**src/rtl/regfile_pkg.sv**
```systemverilog
// regfile_pkg: shared widths, index/word types and the zero-register index for regfile_mp.
package regfile_pkg;
    localparam int RF_DATA_W = 64;
    localparam int RF_ADDR_W = 5;
    typedef logic [RF_ADDR_W-1:0] reg_idx_t;
    typedef logic [RF_DATA_W-1:0] reg_word_t;
    localparam reg_idx_t XZR_IDX = '1;
endpackage

```
**src/rtl/regfile_mp_if.sv**
```systemverilog
// regfile_mp_if: write port plus N_RD read ports between decode (master) and register file (slave).
interface regfile_mp_if import regfile_pkg::*; #(
    parameter int DATA_W = RF_DATA_W,
    parameter int ADDR_W = RF_ADDR_W,
    parameter int N_RD   = 2
);
    logic                             wr_en;
    logic [ADDR_W-1:0]                wr_addr;
    logic [DATA_W-1:0]                wr_data;
    logic [N_RD-1:0]                  rd_en;
    logic [N_RD-1:0][ADDR_W-1:0]      rd_addr;
    logic [N_RD-1:0][DATA_W-1:0]      rd_data;
    logic [N_RD-1:0]                  rd_valid;
    modport master (output wr_en, wr_addr, wr_data, rd_en, rd_addr, input rd_data, rd_valid);
    modport slave  (input wr_en, wr_addr, wr_data, rd_en, rd_addr, output rd_data, rd_valid);
endinterface

```
**src/rtl/regfile_mp_muxn_1.sv**
```systemverilog
// muxn_1: generic N:1 W-bit select mux; 8:1 then 4:1 tree for the 32-entry case.
module muxn_1 #(
    parameter int N = 32,
    parameter int W = 64,
    localparam int SW = $clog2(N)
)(
    input  logic [N-1:0][W-1:0] din,
    input  logic [SW-1:0]       sel,
    output logic [W-1:0]        dout
);
    if (N == 32) begin : g_tree
        logic [W-1:0] l1 [4];
        for (genvar g = 0; g < 4; g++) begin : g_l1
            localparam logic [1:0] G = 2'(g);
            assign l1[g] = din[{G, sel[2:0]}];
        end
        assign dout = l1[sel[4:3]];
    end else begin : g_flat
        always_comb begin
            dout = '0;
            for (int i = 0; i < N; i++) dout = (sel == SW'(i)) ? din[i] : dout;
        end
    end
endmodule

```
**src/rtl/regfile_mp.sv**
```systemverilog
// regfile_mp: 2^ADDR_W x DATA_W register file, one write port, N_RD read ports with
// optional zero register, write-to-read bypass and registered read output.
module regfile_mp import regfile_pkg::*; #(
    parameter int DATA_W   = RF_DATA_W,
    parameter int ADDR_W   = RF_ADDR_W,
    parameter int N_RD     = 2,
    parameter bit ZERO_REG = 1'b1,
    parameter bit BYPASS   = 1'b1,
    parameter bit REG_OUT  = 1'b0
)(
    input logic         clk,
    input logic         rst_n,
    regfile_mp_if.slave bus
);
    localparam int DEPTH = 2**ADDR_W;
    localparam logic [ADDR_W-1:0] TOP = '1;
    logic [DEPTH-1:0][DATA_W-1:0] mem;
    logic [DATA_W-1:0]            mux_q [N_RD];
    logic [N_RD-1:0][DATA_W-1:0]  res, rd_q;
    logic [N_RD-1:0]              vld;
    logic                         wr_hit, fwd_en;
    assign wr_hit = bus.wr_en && !(ZERO_REG && bus.wr_addr == TOP);
    // The registered path always sees post-write data, so forwarding is forced on when REG_OUT=1.
    assign fwd_en = (BYPASS || REG_OUT) && bus.wr_en && rst_n;
    always_ff @(posedge clk or negedge rst_n)
        if (!rst_n) mem <= '0;
        else if (wr_hit) mem[bus.wr_addr] <= bus.wr_data;
    for (genvar p = 0; p < N_RD; p++) begin : g_rd
        muxn_1 #(.N(DEPTH), .W(DATA_W)) u_mux (.din(mem), .sel(bus.rd_addr[p]), .dout(mux_q[p]));
    end
    always_comb begin
        res = '0;
        for (int p = 0; p < N_RD; p++)
            res[p] = (ZERO_REG && bus.rd_addr[p] == TOP) ? '0 :
                     (fwd_en && bus.wr_addr == bus.rd_addr[p]) ? bus.wr_data : mux_q[p];
    end
    always_ff @(posedge clk or negedge rst_n)
        if (!rst_n) begin
            rd_q <= '0;
            vld  <= '0;
        end else begin
            vld <= bus.rd_en;
            for (int p = 0; p < N_RD; p++) rd_q[p] <= bus.rd_en[p] ? res[p] : rd_q[p];
        end
    assign bus.rd_data  = REG_OUT ? rd_q : res;
    assign bus.rd_valid = REG_OUT ? vld : '1;
endmodule

```
**src/flat_wrapper.sv**
```systemverilog
// flat-port wrapper written by rule: the top's interface ports become plain ports
module regfile_mp_flat import regfile_pkg::*;
#(
    parameter int DATA_W   = RF_DATA_W,
    parameter int ADDR_W   = RF_ADDR_W,
    parameter int N_RD     = 2,
    parameter bit ZERO_REG = 1'b1,
    parameter bit BYPASS   = 1'b1,
    parameter bit REG_OUT  = 1'b0
)
  (clk, rst_n, bus_wr_en, bus_wr_addr, bus_wr_data, bus_rd_en, bus_rd_addr, bus_rd_data, bus_rd_valid);
  regfile_mp_if #(.DATA_W(DATA_W), .ADDR_W(ADDR_W), .N_RD(N_RD)) bus_i ();
  input logic clk;
  input logic rst_n;
  input wire logic [$bits(bus_i.wr_en)-1:0] bus_wr_en;
  input wire logic [$bits(bus_i.wr_addr)-1:0] bus_wr_addr;
  input wire logic [$bits(bus_i.wr_data)-1:0] bus_wr_data;
  input wire logic [$bits(bus_i.rd_en)-1:0] bus_rd_en;
  input wire logic [$bits(bus_i.rd_addr)-1:0] bus_rd_addr;
  output wire logic [$bits(bus_i.rd_data)-1:0] bus_rd_data;
  output wire logic [$bits(bus_i.rd_valid)-1:0] bus_rd_valid;
  assign bus_i.wr_en = bus_wr_en;
  assign bus_i.wr_addr = bus_wr_addr;
  assign bus_i.wr_data = bus_wr_data;
  assign bus_i.rd_en = bus_rd_en;
  assign bus_i.rd_addr = bus_rd_addr;
  assign bus_rd_data = bus_i.rd_data;
  assign bus_rd_valid = bus_i.rd_valid;
  regfile_mp #(.DATA_W(DATA_W), .ADDR_W(ADDR_W), .N_RD(N_RD), .ZERO_REG(ZERO_REG), .BYPASS(BYPASS), .REG_OUT(REG_OUT)) u_core (.clk(clk), .rst_n(rst_n), .bus(bus_i));
endmodule
```
**config.mk**
```make
export PLATFORM = sky130hd
export DESIGN_NAME = regfile_mp_flat
export DESIGN_NICKNAME = d
export VERILOG_FILES = /design/src/rtl/regfile_pkg.sv /design/src/rtl/regfile_mp_if.sv /design/src/rtl/regfile_mp_muxn_1.sv /design/src/rtl/regfile_mp.sv /design/src/flat_wrapper.sv
export SDC_FILE = /design/constraint.sdc
export NUM_CORES = 2
export LEC_CHECK = 0
export CAP_MARGIN = 20
export CORE_ASPECT_RATIO = 0.6
export CORE_MARGIN = 3
export CORE_UTILIZATION = 30
export DETAILED_ROUTE_END_ITERATION = 6
export PLACE_DENSITY = 0.45
export REMOVE_ABC_BUFFERS = 1
export SLEW_MARGIN = 20
export SYNTH_ARGS = -nofsm -noshare
export SYNTH_HDL_FRONTEND = slang
export SYNTH_SLANG_ARGS = --single-unit
```
**constraint.sdc**
```tcl
create_clock -name clk -period 2.4 [get_ports clk]
set_input_delay 0.24 -clock clk [delete_from_list [all_inputs] [get_ports clk]]
set_output_delay 0.24 -clock clk [all_outputs]
set_load 0.005 [all_outputs]
```
==> run summary <==
outcome: finished, violations left
violated checks: setup timing
Cell variety after synth: 45
maxcap violations: 0
commonest non-fill, non-tap cell in the layout: dfrtp_1
Max VDD drop: 0.585 mV
hpwl dp: 283 mm
RR Startpoint: u_core.mem[1650]$_DFFE_PN0P_
Synth Register Bits: 2048
Crit. path cell count: 5
crit-path cells: mux4_2 > mux4_2 > nor2_4 > nor2_4 > buf_2
Final GP Congestion: 0.799
Final setup viols: 128
first-pass GRT wire length: 597 mm
Critical Path Max Stage Delay: 0.56 ns
number of synthesis warnings: 0
Detailed Route WL: 415 mm
largest net degree at the start of global routing: 173
Critical Path Source Type: flip-flop
Die X: 791 microns
per-cell routed wire length: 31.7 microns
Mapped Cells: 7271
Worst Setup End Kind: primary output
RR Endpoint: u_core.mem[1650]$_DFFE_PN0P_
Residual DRC: 0
top cells by area, synth: dfrtp_1 46%, mux2_2 21%, mux4_2 19%
biggest regs: u_core.mem (2048)
DIE AREA: 377000 sq um
fraction of registers with async set or reset after synthesis: 1.00
final hold vios: 0
Worst path slowest cell: mux4_2
WP data arrival: 2.74 ns
nets: 8159
clock root buffer: clkbuf_16
CP delay by family, top: multiplexers
HP Class: in2async
Critical path origin: u_core.mem[1568]$_DFFE_PN0P_
CTS buffer count: 215
core box area: 367000 sq um
CP Buf/Inv Count: 1
Synth top area share: 0.462
LEAKAGE: 59.8 nW
vias in the first global route: 76000
cell area after layout: 139000 sq um
Tcrit/Tclk final: 1.24
initial detailed-routing violation count: 5845
TritonRoute pass-1 iters: 5
synthesized area per cell: 15.2 sq um
Clock Path Buffers: 4
Critical Path End: bus_rd_data[32]
CP Max Fanout: 3
reg-to-reg slack, setup: 1.38 ns
H-tree Lvls: 4
clock sinks: 2048
Biggest register: u_core.mem
Post-synth EDFFs: 0
Synth Cell Area: 111000 sq um
max-slew violations: 0
shortest period the worst path allows: 2.98 ns
fmax: 0.335 GHz
Avg Vias per Cell: 5.53
pwr/cell area: 782 nW/um^2
Synth-to-Final Area Change: 24.9%
Port Buf Inserts: 209
total power draw: 0.108 W
Reg2Reg Depth: 3
commonest non-fill, non-tap cells in the layout: 2048 x dfrtp_1, 1972 x mux2_2, 953 x mux4_2
initial antenna violation count: 12
Worst Skew: 0 ns
CP required: 2.16 ns
Total GRT Usage: 0.217
setup ws final: -0.583 ns
RSZ-0062 raised after global routing: yes
Setup TNS Final: -57.48 ns
main flop type after synthesis: dfrtp_1
detailed-route via count: 72500
I/O pins: 214
post-detailed-route count of antenna-violating nets: 0
CP Class: reg2out
Worst-path clk slew: 0.06 ns
sequential fraction of the synthesis area: 0.462
FILL cells: 34100
placed inst area: 128000 sq um
Slew @ Worst Pin: 1.04 ns
Synth area leader: dfrtp_1
cell row count: 172
slew margin rel.: 0.306
GRT Residual Overflow: 0
Starting Density: 0.302
layout cell share with drive strength beyond 1: 0.623
max reg flops: 2048
worst skew pair latency: 0.92 ns
CTS tree: yes
Die Y: 477 microns
## synth_stat cells (4+ instances only)
master and n:
a211oi_1 65, a21oi_1 59, a22oi_1 70, a311oi_1 6, a32oi_1 58, buf_1 45
buf_2 345, buf_4 34, buf_6 17, clkbuf_1 401, dfrtp_1 2048, mux2_1 18
mux2_2 2037, mux2i_1 647, mux4_2 953, nand2_1 72, nand2_2 10, nand3_1 5
nand3b_1 9, nor2_1 199, nor2_2 9, o21ai_0 64, o221ai_1 4, o221ai_2 60
xnor2_1 6
## worst reg2reg max path: cells and delay by family, from the launching register on
| family | cells | cell delay, ns |
|---|---|---|
| buffers and inverters | 2 | 0.25 |
| multiplexers | 1 | 0.25 |
| flip-flops | 1 | 0.41 |
## report_power, final
| group | switching [W] | internal, W | total (W) | leakage (nW) |
|---|---|---|---|---|
| logic | 0.0111 | 0.0162 | 0.0273 | 30.1 |
| clock network | 0.0153 | 0.0196 | 0.0348 | 3.51 |
| registers | 0.00501 | 0.0411 | 0.0461 | 26.3 |
| total | 0.0314 | 0.0768 | 0.108 | 59.8 |
## worst min path at each step
stage,startpoint,endpoint,slack (ns),cells after the start
floorplan,rst_n,u_core.mem[0]$_DFFE_PN0P_,-0.06,0
global placement,u_core.mem[2041]$_DFFE_PN0P_,u_core.mem[2041]$_DFFE_PN0P_,0.38,0
detailed placement,u_core.mem[1986]$_DFFE_PN0P_,u_core.mem[1986]$_DFFE_PN0P_,0.38,0
CTS,rst_n,u_core.mem[391]$_DFFE_PN0P_,0.02,4
global route,rst_n,u_core.mem[391]$_DFFE_PN0P_,0.06,4
finish,rst_n,u_core.mem[1351]$_DFFE_PN0P_,0.08,4
## logic make-up after synthesis
group                     after synthesis  synth area share
muxes                                3655             0.461
xor gates and xnor gates               10          0.000858
DFF                                  2048             0.462
other                                   1         0.0000338
and+or+nand+nor                       324            0.0125
AOI/OAI and AO/OA                     389            0.0289
buffers and inverters                 844            0.0348
## per-stage QoR
step / cells / util / setup slack [ns] / hold slack, ns
6_report: 13100 / 0.378 / -0.583 / 0.0750
5_1_grt: 13100 / 0.378 / -0.687 / 0.0609
4_1_cts: 13100 / 0.374 / -0.722 / 0.0217
3_5_place_dp: 12600 / 0.349 / -1.21 / 0.382
3_3_place_gp: 12600 / 0.349 / -1.21 / 0.376
2_1_floorplan: 6430 / - / -1.74 / -0.0556
## routing by layer
metal  up-vias  wire, microns  GRT usage
met5         -              0          0
met4         0           8870     0.0433
met3       444          22500     0.0350
met2      2103         180000      0.318
met1     40200         204000      0.336
li1      29700              -          -
## final cells by class
class | count | area [sq um] | share of cell area
diodes | 1 | 2.50 | 0.0000181
clock buffers | 321 | 6400 | 0.0462
clock inverters | 63 | 663 | 0.00479
inverters | 2 | 7.51 | 0.0000542
multi-input cells | 4380 | 58800 | 0.425
flip-flops and latches | 2048 | 51200 | 0.370
well taps | 4872 | 6100 | 0.0440
repair buffers | 1428 | 15300 | 0.110
## timing repair
item,in CTS,in global routing
hold endpoints to repair,435,0
hold buffers,1,0
resized for setup,946,175
setup buffers,151,37
endpoints found under the setup margin,128,128
pin swaps,245,148
Power figures use the tool's default switching activity.
